`src/rtl/apb_wait_slave.sv`:
```
// APB completer with a byte-wide register file, programmable wait states and
// error signalling. Address 0 is a read-only ID register.
module apb_wait_slave #(
   parameter int          DEPTH       = 64,
   parameter int          WAIT_CYCLES = 2,
   parameter logic [7:0]  ID_VAL      = 8'hA5
) (
   input  logic       PCLK,
   input  logic       PRESETn,
   input  logic       PSEL,
   input  logic       PENABLE,
   input  logic       PWRITE,
   input  logic [7:0] PADDR,
   input  logic [7:0] PWDATA,
   output logic [7:0] PRDATA,
   output logic       PREADY,
   output logic       PSLVERR
);

   localparam int         AW      = (DEPTH > 1) ? $clog2(DEPTH) : 1;
   localparam logic [8:0] DEPTH_W = 9'(DEPTH);
   localparam logic [3:0] WAIT_LD = 4'(WAIT_CYCLES);

   localparam logic [0:0] IDLE   = 1'b0;
   localparam logic [0:0] ACCESS = 1'b1;

   logic [0:0] state;
   logic [3:0] cnt;
   logic [7:0] lat_addr;
   logic [7:0] lat_wdata;
   logic       lat_write;
   logic [7:0] mem [1:DEPTH-1];

   logic       ready;
   logic       err;
   logic       commit;
   logic [7:0] rd_word;

   // All outputs decode from registered state only; no input reaches them.
   assign ready  = (state == ACCESS) && (cnt == '0);
   assign err    = ({1'b0, lat_addr} >= DEPTH_W) || (lat_write && (lat_addr == '0));
   assign commit = ready && PSEL && PENABLE && lat_write && !err;

   always_comb begin
      rd_word = '0;
      if (lat_addr == '0)
         rd_word = ID_VAL;
      else if (!err)
         rd_word = mem[lat_addr[AW-1:0]];
   end

   assign PREADY  = ready;
   assign PSLVERR = ready && err;
   assign PRDATA  = (ready && !lat_write && !err) ? rd_word : '0;

   always_ff @(posedge PCLK or negedge PRESETn) begin
      if (!PRESETn) begin
         state     <= IDLE;
         cnt       <= '0;
         lat_addr  <= '0;
         lat_wdata <= '0;
         lat_write <= 1'b0;
      end else begin
         case (state)
            IDLE: begin
               if (PSEL && !PENABLE) begin
                  lat_addr  <= PADDR;
                  lat_wdata <= PWDATA;
                  lat_write <= PWRITE;
                  cnt       <= WAIT_LD;
                  state     <= ACCESS;
               end
            end
            ACCESS: begin
               if (!PSEL)
                  state <= IDLE;
               else if (cnt != '0)
                  cnt <= cnt - 4'd1;
               else if (PENABLE)
                  state <= IDLE;
            end
            default: state <= IDLE;
         endcase
      end
   end

   always_ff @(posedge PCLK or negedge PRESETn) begin
      if (!PRESETn) begin
         for (int unsigned i = 1; i < DEPTH; i++)
            mem[AW'(i)] <= '0;
      end else if (commit) begin
         mem[lat_addr[AW-1:0]] <= lat_wdata;
      end
   end

endmodule

```
`config.mk`:
```
export PLATFORM = sky130hd
export DESIGN_NAME = apb_wait_slave
export DESIGN_NICKNAME = d
export VERILOG_FILES = /design/src/rtl/apb_wait_slave.sv
export SDC_FILE = /design/constraint.sdc
export NUM_CORES = 1
export LEC_CHECK = 0
export BUFFER_PORTS_ARGS = -buffer_cell sky130_fd_sc_hd__buf_4
export CORE_ASPECT_RATIO = 1.5
export CORE_MARGIN = 5
export CORE_UTILIZATION = 35
export CTS_CLUSTER_DIAMETER = 200
export DETAILED_ROUTE_END_ITERATION = 16
export PLACE_DENSITY_LB_ADDON = 0.05
export SYNTH_ARGS = -nofsm -noshare
export SYNTH_HDL_FRONTEND = slang
export SYNTH_SLANG_ARGS = --single-unit
```
`constraint.sdc`:
```
create_clock -name PCLK -period 3.15 [get_ports PCLK]
set_clock_uncertainty 0.2 [all_clocks]
set_input_delay 0.4725 -clock PCLK [delete_from_list [all_inputs] [get_ports PCLK]]
set_output_delay 0.4725 -clock PCLK [all_outputs]
set_load 0.02 [all_outputs]
```
; After elaboration in Yosys (flattened, before gate mapping)
; Cells that the tools add are included.
; Widths: inputs -> output; s select.
[word_totals]
register_bits = 526
latch_bits = 0
ram_bits = 0
romBits = 0
in_bits = 21
output_inout_bits = 10
wordCells = 115
n_memories = 0
[classes]
addsub = 1
n_mul = 0
div = 0
order_cmp = 3
eq_ne = 3
shifts = 0
n_mux = 18
bitwise = 2
n_reduce_logical = 20
[ops]
columns = cell, n
row1 = $bwmux 504, 1
row2 = $bmux 8 s6, 1
row3 = $demux 8 s6, 1
row4 = $mux 8, 6
row5 = $mux 4, 3
row6 = $logic_and 1x1->1, 11
row7 = $ge 8x7->1 const B, 1
row8 = $logic_not 8->1, 1
row9 = $pmux 4 s2, 1
row10 = $ge 7x7->1 const B, 1
row11 = $lt 7x1->1 const B, 1
row12 = $not 6->7, 1
row13 = $logic_not 4->1, 1
row14 = $mux 1, 4
row15 = $ne 2x2->1 const B, 2
row16 = $reduce_bool 4->1, 1
row17 = $sub 4x1->4 const B, 1
row18 = $logic_not 1->1, 3
row19 = $reduce_and 3->1, 1
row20 = $ne 2x1->1 const B, 1
row21 = $pmux 1 s2, 1
row22 = $reduce_and 2->1, 1
row23 = $logic_or 1x1->1, 1
row24 = $not 1->1, 1

; Longest topological paths before layout
; Gate-level depths: netlist (run 1).
[logic_depth]
depth_word = 7
mapped_depth = 10

; Worst setup path after synthesis (run 1)
; Ideal clock, no wire load.
[synth_timing]
kind = flip-flop to output port
startpoint = reg lat_addr[2]
endpoint = out PRDATA[1]
arrival_ns = 2.080
t_required_ns = 2.477
slack_ns = 0.397
path_stages_with_launch = 10
cell_sequence = dfrtp_1 -> buf_2 -> buf_2 -> buf_2 -> buf_2 -> mux2i_1 -> nand2_1 -> o211a_1 -> a2111oi_0 -> a31oi_1
[synth_between]
elab_chain_len = 7
word_cells_on_any_way = 13
classes_between = order compare: 1 / mux: 6 / bitwise: 1 / reduce/logical: 5
[synth_rtl]
columns = item, line
row1 = "start, declared", 29  ; logic [7:0] lat_addr;
row2 = "start signal, assigned", 60  ; lat_addr <= '0;
row3 = "start signal, assigned", 67  ; lat_addr <= PADDR;
row4 = $not 6->7 (not written as such), 49  ; rd_word = mem[lat_addr[AW-1:0]];
row5 = $bmux 8 s6, 49
row6 = $mux 8 (not written as such) (2 in series), 49
row7 = $mux 8, 48  ; else if (!err)
row8 = $mux 8, 46  ; if (lat_addr == '0)
row9 = $mux 8 (*), 54  ; assign PRDATA = (ready && !lat_write && !err) ? rd_word : '0;
row10 = "end, declared", 15  ; output logic [7:0] PRDATA,
; Mark *: on every way between the ends. The rest lies on a longest branch, timed or not. The select of a mux whose other input is x is not followed.

; Worst setup path after layout (run 1)
[layout_timing]
startpoint = reg lat_addr[1]
endpoint = out PRDATA[7]
; Same word-level chain as after synthesis.

==> results of run 1 <==
Yosys cell counts (all sizes together), types with 9 or more instances:
cell / n
mux2i: 63
nor3: 9
mux4: 50
o21ai: 31
nand3: 13
mux2: 554
dfrtp: 526
a22o: 17
a211oi: 9
buf: 57
nor2b: 9
o22ai: 10
nor2: 52
a221oi: 26
clkbuf: 74
a31oi: 10
nand2: 89
a22oi: 29
a21oi: 39
worst max path at each step:
stage | startpoint | end | slack (ns)
floorplan | lat_addr[2] | PRDATA[1] | 0.40
global placement | lat_addr[0] | PRDATA[4] | -0.56
detailed placement | lat_addr[0] | PRDATA[4] | -0.55
CTS | lat_addr[0] | PRDATA[6] | -0.65
global route | lat_addr[0] | PRDATA[5] | -0.69
finish | lat_addr[1] | PRDATA[7] | -0.62
power breakdown:
group | switching (uW) | internal [uW] | total [uW]
Combinational | 2010 | 1390 | 3400
Clock | 2790 | 3950 | 6740
Sequential | 318 | 6860 | 7180
Total | 5120 | 12200 | 17300
registers in the layout (all words and copies together) (netlist names):
| signal | flops |
|---|---|
| state | 1 |
| mem | 504 |
| cnt | 4 |
| lat_addr | 8 |
| lat_write | 1 |
| lat_wdata | 8 |
layout make-up:
cell class	instances	area [um^2]	share of cell area [%]
Sequential cell	526	13200	43.2
Timing Repair Buffer	328	3230	10.6
Clock buffer	85	1670	5.48
Clock inverter	13	168	0.550
Inverter	8	33.8	0.111
Tap cell	900	1130	3.69
Multi-Input combinational cell	1083	11100	36.3
per-layer routing:
metal | track usage [%] | share of wire (%)
met4 | 7.45 | 3.9
met5 | 0 | 0
met1 | 28.9 | 42
met3 | 2.97 | 3.3
met2 | 38.1 | 51
what timing repair did:
item | CTS | global route
setup endpoints to repair | 345 | 333
gates resized for setup | 99 | 31
buffers inserted | 18 | 12
pin swaps | 23 | 26
hold buffers | 20 | 0
endpoints found under the hold margin | 307 | 0
worst max-delay path, stage by stage, from the launching register on:
cell	delay [ns]
dfrtp_4	0.44
buf_12	0.14
buf_12	0.15
buf_12	0.15
mux4_2	0.55
mux2i_4	0.19
buf_4	0.17
o22ai_1	0.07
nor2_1	0.22
a31oi_2	0.19
buf_4	0.20
stage by stage:
step | hold slack, ns | util, %
after floorplan | -0.0231 | -
after global placement | 0.180 | 40.0
after detailed placement | 0.179 | 40.0
after CTS | 0.101 | 43.8
after global routing | 0.127 | 44.1
final | 0.135 | 44.1
cells in the final DEF, fill, tap and decap left out, types with 19 or more instances in the layout:
master,Yosys,layout
dfrtp_1,526,514
buf_4,3,238
mux2_2,524,523
clkbuf_16,0,57
nor2_1,32,30
mux2_1,30,30
o21ai_0,31,23
mux4_2,50,50
nand2_1,57,53
a21oi_1,39,34
a22oi_1,29,22
mux2i_1,63,57
buf_12,0,51
nand2_2,32,34
dlygate4sd3_1,0,20
nor2_2,20,19
cells by family (layout without fill, tap and decap cells):
| logic type | after synthesis | count (layout) | synth area share [%] |
|---|---|---|---|
| flops | 526 | 526 | 54.0 |
| compound gates | 211 | 211 | 6.14 |
| fa+ha+maj | 1 | 1 | 0.0513 |
| mux | 667 | 667 | 32.8 |
| buf+inv | 139 | 434 | 2.40 |
| simple gates | 204 | 204 | 4.59 |
==> metrics.txt, run 1 <==
Synth top area share 54.0%; Slew Limit Headroom 33.9%; Initial Utilization 35.3%; vias per inst 5.43; TritonCTS clock tree done; Detail Route Antenna Nets 0; maxcap violations 0; HPWL Detailed 57800 um; cell count after synthesis 1748; failing checks negative setup slack; Cell Area, Synth 0.0244 mm^2; Max VDD drop 0.353 mV; via total after detailed routing 16000; ranking of synthesized cells by area dfrtp_1, mux2_2, mux4_2; syn_nets 1770; DRT Pass-1 Iters 5; ratio of cells with drive above 1 in the final layout 54.4%; RSZ-0062 raised after global routing true; Port Buffers 30; Tightest Hold Check Type in2async; Synth async-reset ratio 100%; Worst Tran Pin Value 0.991 ns; worst skew pair latency 0.63 ns; die width 225 um; DRT iter0 DRCs 963; total CTS buffers 56; Clock transition at path regs 0.06 ns; die area 0.0751 mm^2; dpl cells 2797; CP Max Fanout 10; io pins 31; WP data required 2.48 ns; Placement Cell Area 0.0276 mm^2; Reg2Reg Capture Point mem[476]; antenna cells 0; leading area contributor after synthesis dfrtp_1; CTS H-tree depth 2; fin crit share 120%; routed len/inst 28.1 um; crit start category register; Synth warnings 0; R2R Setup Slk 0.10 ns; Final Power 17300 uW; crit path DAT 3.10 ns; power per cell area 568 mW/mm^2; reg2reg path depth 10; Layout Nets 2025; DRC viols 0; Total GRT Usage 22.2%; max-slew violations 0; status complete, but fails checks; Root Buffer clkbuf_16; Area Growth Syn to Fin 25.1%; gpl congestion 0.856; Synth Register Bits 526; CTS sink count 526; final setup vio count 8; Max Fclk 265 MHz; Leakage 0.0146 uW; Final Critical Period 3.77 ns; reg2reg start cnt[0]; Mean Syn Cell Area 13.9 um^2; initial antenna violation count 1; Top FF cell, synth dfrtp_1; first-pass GRT wire length 123000 um; core area 0.0691 mm^2; critical path capture point type output port; sequential area share after synthesis 54.0%; GRT overflow 0; setup total negative slack -4.53 ns; fin worst setup slack -0.620 ns; design area 0.0305 mm^2; Netlist cell types 59; vias in the first global route 17300; Final Hold Fails 0; row cnt 118; Die Height 333 um; Setup WS pre-CTS -0.550 ns; WS Path Type reg2out; largest net degree at the start of global routing 76; Detailed Route WL 82600 um; Post-synth EDFFs 0; Non-Filler Instances 2943; CTS Buffer Depth 3; Layout fillers 6324
Power figures use the tool's default switching activity.
==> run 2: changes to the inputs <==
==> constraint.sdc (replaced) <==
create_clock -name PCLK -period 3.8 [get_ports PCLK]
set_clock_uncertainty 0.2 [all_clocks]
set_input_delay 0.57 -clock PCLK [delete_from_list [all_inputs] [get_ports PCLK]]
set_output_delay 0.57 -clock PCLK [all_outputs]
set_load 0.02 [all_outputs]
==> metrics.txt, run 2 (synthesized netlist as in run 1, its figures left out) <==
status complete, but fails checks; failing checks negative setup slack; Initial Utilization 35.3%; Metal-1 WL 34300 um; row cnt 118; Max VDD drop 0.325 mV; vias in the first global route 16900; via total after detailed routing 15800; reg2reg path depth 8; final setup vio count 6; met3 wire length 3530 um; CP Max Fanout 6; CTS Buffer Depth 3; hold path depth 4; power per cell area 479 mW/mm^2; Final Critical Period 3.85 ns; Root Buffer clkbuf_16; TritonCTS clock tree done; Layout fillers 6412; max-slew violations 0; CP endpoint PRDATA[3]; fin crit share 101%; Leakage 0.0141 uW; reg2reg start cnt[0]; Setup crit start lat_addr[2]; critical path capture point type output port; WS Path Type reg2out; CTS sink count 526; metal2 WL 42900 um; Area Growth Syn to Fin 21.6%; fin worst setup slack -0.0490 ns; R2R Setup Slk 0.18 ns; Clock transition at path regs 0.06 ns; setup total negative slack -0.160 ns; Die Height 333 um; die width 225 um; commonest non-fill, non-tap cells in the layout mux2_2, dfrtp_1, buf_4; DRC viols 0; Total GRT Usage 21.9%; DRT iter0 DRCs 933; crit path DAT 3.08 ns; Port Buffers 30; Most flops, register mem; HPWL Detailed 55900 um; Slew Limit Headroom 24.6%; Final Hold Fails 0; die area 0.0751 mm^2; GRT overflow 0; total CTS buffers 55; first-pass GRT wire length 122000 um; Reg2Reg Capture Point mem[382]; Worst Tran Pin Value 1.13 ns; most common cell after layout, fill and taps aside mux2_2; Final Power 14200 uW; routed len/inst 29.2 um; WP data required 3.03 ns; CTS H-tree depth 2; maxcap violations 0; gpl congestion 0.832; Max Fclk 260 MHz; core area 0.0691 mm^2; crit start category register; RSZ-0062 raised after global routing true; DRT Pass-1 Iters 5; ratio of cells with drive above 1 in the final layout 52.6%; Tightest Hold Check Type in2reg; Detail Route Antenna Nets 0; DR top layer met4; io pins 31; Detailed Route WL 83300 um; worst skew pair latency 0.63 ns; max reg flops 504; vias per inst 5.56; final core utilization 42.9%; biggest regs mem x504, lat_addr x8, lat_wdata x8; Layout Nets 1931; initial antenna violation count 0; largest net degree at the start of global routing 91
==> run 2: cell types whose count changed in the layout (fill, tap and decap cells not counted), moves of 5 or more <==
cell / delta
buf_4: -74
buf_12: -30
clkbuf_1: -7
buf_16: +6
clkbuf_8: +5
==> run 2: final cells by class <==
| cell class | count | area (um^2) | area share, % |
|---|---|---|---|
| flip-flops and latches | 526 | 13200 | 44.5 |
| multi-input cells | 1083 | 11100 | 37.4 |
| repair buffers | 235 | 2370 | 7.99 |
| clock buffers | 83 | 1710 | 5.79 |
| well taps | 900 | 1130 | 3.80 |
| clock inverters | 12 | 115 | 0.389 |
| inverters | 8 | 33.8 | 0.114 |
| diodes | 1 | 2.50 | 0.00845 |
==> run 2: critical path, cell delays in order, from the launching register on <==
cell and delay (ns):
dfrtp_4 0.53, buf_8 0.16, buf_6 0.12, buf_4 0.12, nor2_2 0.29, a221oi_1 0.14, o21ai_1 0.36, a22oi_1 0.16
a31oi_2 0.35, buf_4 0.21
==> run 2: power breakdown <==
group	leakage (uW)	switching, uW	total, uW	internal, uW
clock network	0.000907	2310	5520	3220
registers	0.00729	279	5960	5680
logic	0.00587	1670	2690	1020
==> run 2: layer usage <==
| layer | global-route usage (%) | vias up |
|---|---|---|
| li1 | - | 6787 |
| met1 | 28.3 | 8561 |
| met2 | 38.6 | 366 |
| met3 | 3.11 | 115 |
| met4 | 5.82 | 0 |
| met5 | 0 | - |
==> run 2: how the worst min path moves through the flow <==
stage | to | start
3_5_place_dp | mem[23] | mem[23]
3_3_place_gp | mem[174] | mem[174]
4_1_cts | state | PENABLE
6_report | state | PENABLE
2_1_floorplan | cnt[0] | PRESETn
5_1_grt | state | PENABLE
==> run 2: timing repair <==
action                     4_1_cts  5_1_grt
hold buffers                    18        0
setup endpoints to repair        8        8
hold endpoints to repair        87        0
resized for setup               72       68
setup buffers                   11       33
gates cloned                     1        3
pin swaps                        9       23
==> run 2: per-stage QoR <==
step                      worst slack, ns  hold WS, ns  area (um^2)  instances
after floorplan                     0.950       0.0744        24400       1748
after global placement              0.166        0.269        26500       2688
after detailed placement            0.118        0.280        26500       2688
after CTS                         -0.0986       0.0468        29000       2813
after global routing              -0.0993       0.0776        29600       2847
final                             -0.0490       0.0874        29600       2848
==> run 3: changes to the inputs <==
--- a/config.mk
+++ b/config.mk
@@ -12,6 +12,7 @@
 export CTS_CLUSTER_DIAMETER = 200
 export DETAILED_ROUTE_END_ITERATION = 16
 export PLACE_DENSITY_LB_ADDON = 0.05
+export RECOVER_POWER = 100
 export SYNTH_ARGS = -nofsm -noshare
 export SYNTH_HDL_FRONTEND = slang
 export SYNTH_SLANG_ARGS = --single-unit
==> metrics.txt, run 3 (synthesized netlist as in run 1, its figures left out) <==
die width 225 um; biggest regs mem x504, lat_addr x8, lat_wdata x8; setup total negative slack -0.156 ns; die area 0.0751 mm^2; Switching Share 30.0%; worst hold endpoint state; CP max stage delay 0.53 ns; power per cell area 482 mW/mm^2; fin worst setup slack -0.0404 ns; DRC viols 0; gpl congestion 0.832; fin crit share 101%; commonest non-fill, non-tap cells in the layout mux2_2, dfrtp_1, buf_4; Max VDD drop 0.325 mV; Final Power 14200 uW; Most flops, register mem; P_sw 4240 uW; routed len/inst 29.3 um; final setup vio count 6; reg2reg path depth 9; Area Growth Syn to Fin 20.5%; Port Buffers 30; ratio of cells with drive above 1 in the final layout 50.7%; CTS sink count 526; most common cell after layout, fill and taps aside mux2_2; Logic pwr share 18.8%; max reg flops 504; Root Buffer clkbuf_16; Worst Tran Pin Value 2.34 ns; Initial Utilization 35.3%; critical path capture point type output port; critical path cell sequence buf_8 > buf_4 > buf_12 > mux2i_4 > o211ai_1 > a222oi_1 > o22a_1 > a31oi_4 > buf_6; failing checks max-capacitance violations, max-slew violations, negative setup slack; crit path DAT 3.07 ns; crit start category register; Layout fillers 6461; Final Critical Period 3.84 ns; reg2reg start cnt[0]; design area 0.0294 mm^2; initial antenna violation count 0; GRT overflow 0; Tightest Hold Check Type in2reg; io pins 31; Clock power frac 39.0%; WS Path Type reg2out; TritonCTS clock tree done; Clock transition at path regs 0.06 ns; Slew Limit Headroom -56.2%; RSZ-0062 raised after global routing true; R2R Setup Slk 0.08 ns; Hold Crit Start PENABLE; HPWL Detailed 55900 um; CTS H-tree depth 2; Final Hold Fails 0; worst skew pair latency 0.63 ns; internal power 9910 uW; vias per inst 5.55; WP data required 3.03 ns; Max Fclk 260 MHz; Non-Filler Instances 2848; dpl cells 2688; status complete, but fails checks; CP Max Fanout 10; Reg2Reg Capture Point mem[68]; Die Height 333 um; Detailed Route WL 83300 um; final core utilization 42.5%; DRT iter0 DRCs 913; share of power burned in registers 42.2%; max-slew violations 79; via total after detailed routing 15800; hold path depth 4; DRT Pass-1 Iters 6; first-pass GRT wire length 122000 um; CTS Buffer Depth 3; Detail Route Antenna Nets 0; Layout Nets 1931; Setup crit start lat_addr[2]; Total GRT Usage 21.9%; largest net degree at the start of global routing 91; Placement Cell Area 0.0265 mm^2; row cnt 118; vias in the first global route 16900; slowest CP cell dfrtp_4; core area 0.0691 mm^2; Leakage 0.0140 uW; maxcap violations 1; total CTS buffers 55
[run 3: cell count changes in the layout (fill, tap and decap cells not counted), moves of 6 or more]
cell / previous run / this run
nand2_1: 53 / 64
nor2_1: 28 / 34
buf_12: 21 / 15
nand2_2: 36 / 25
nor2_2: 22 / 16
clkbuf_1: 7 / 22
clkbuf_2: 0 / 24
buf_4: 164 / 127
[run 3: layout make-up]
cell class                 instances  area (um^2)  share of cell area [%]
tap                              900         1130                    3.84
timing repair buffer             235         2180                    7.42
antenna                            1         2.50                 0.00852
clock buffer                      83         1710                    5.84
multi-input combinational       1083        11000                    37.5
inverter                           8         33.8                   0.115
clock inverter                    12          115                   0.392
sequential                       526        13200                    44.9
[run 3: stage by stage]
step / hold WS (ns) / setup WS [ns]
floorplan: 0.0744 / 0.950
global placement: 0.269 / 0.166
detailed placement: 0.280 / 0.118
CTS: 0.0468 / -0.0986
global route: 0.0706 / -0.0993
finish: 0.0830 / -0.0404
[run 3: routing by layer]
metal / GRT usage [%] / share of wire (%) / vias up
li1: - / - / 6808
met3: 3.11 / 4.2 / 115
met4: 5.82 / 3.0 / 0
met1: 28.3 / 41 / 8514
met5: 0 / 0 / -
met2: 38.6 / 52 / 357
[run 3: how the worst max path moves through the flow]
| stage | to | slack [ns] | cells past startpoint |
|---|---|---|---|
| after floorplan | PRDATA[1] | 0.95 | 9 |
| after global placement | mem[383] | 0.17 | 8 |
| after detailed placement | mem[380] | 0.12 | 8 |
| after CTS | PRDATA[7] | -0.1 | 9 |
| after global routing | PRDATA[7] | -0.1 | 9 |
| final | PRDATA[6] | -0.04 | 9 |
[run 3: worst max-delay path, delay by kind of cell (launching register included)]
family | cells | cell delay [ns]
AOI/OAI and AO/OA | 4 | 1.10
buffers and inverters | 4 | 0.62
DFF | 1 | 0.53
muxes | 1 | 0.16
[run 3: repair_timing]
action | CTS | global route
hold endpoints to repair | 87 | 0
resized for setup | 72 | 68
setup buffers | 11 | 33
pin swaps | 9 | 23
hold buffers | 18 | 0
cloned | 1 | 3
endpoints found under the setup margin | 8 | 8
[run 3: power groups by stage]
stage	clock network [uW]	registers [uW]	logic [uW]
after CTS	5700	5980	2440
after floorplan	0	5820	1230
after global placement	0	6100	2220
after detailed placement	0	6110	2230
final	5520	5960	2660
after global routing	5900	5980	2790
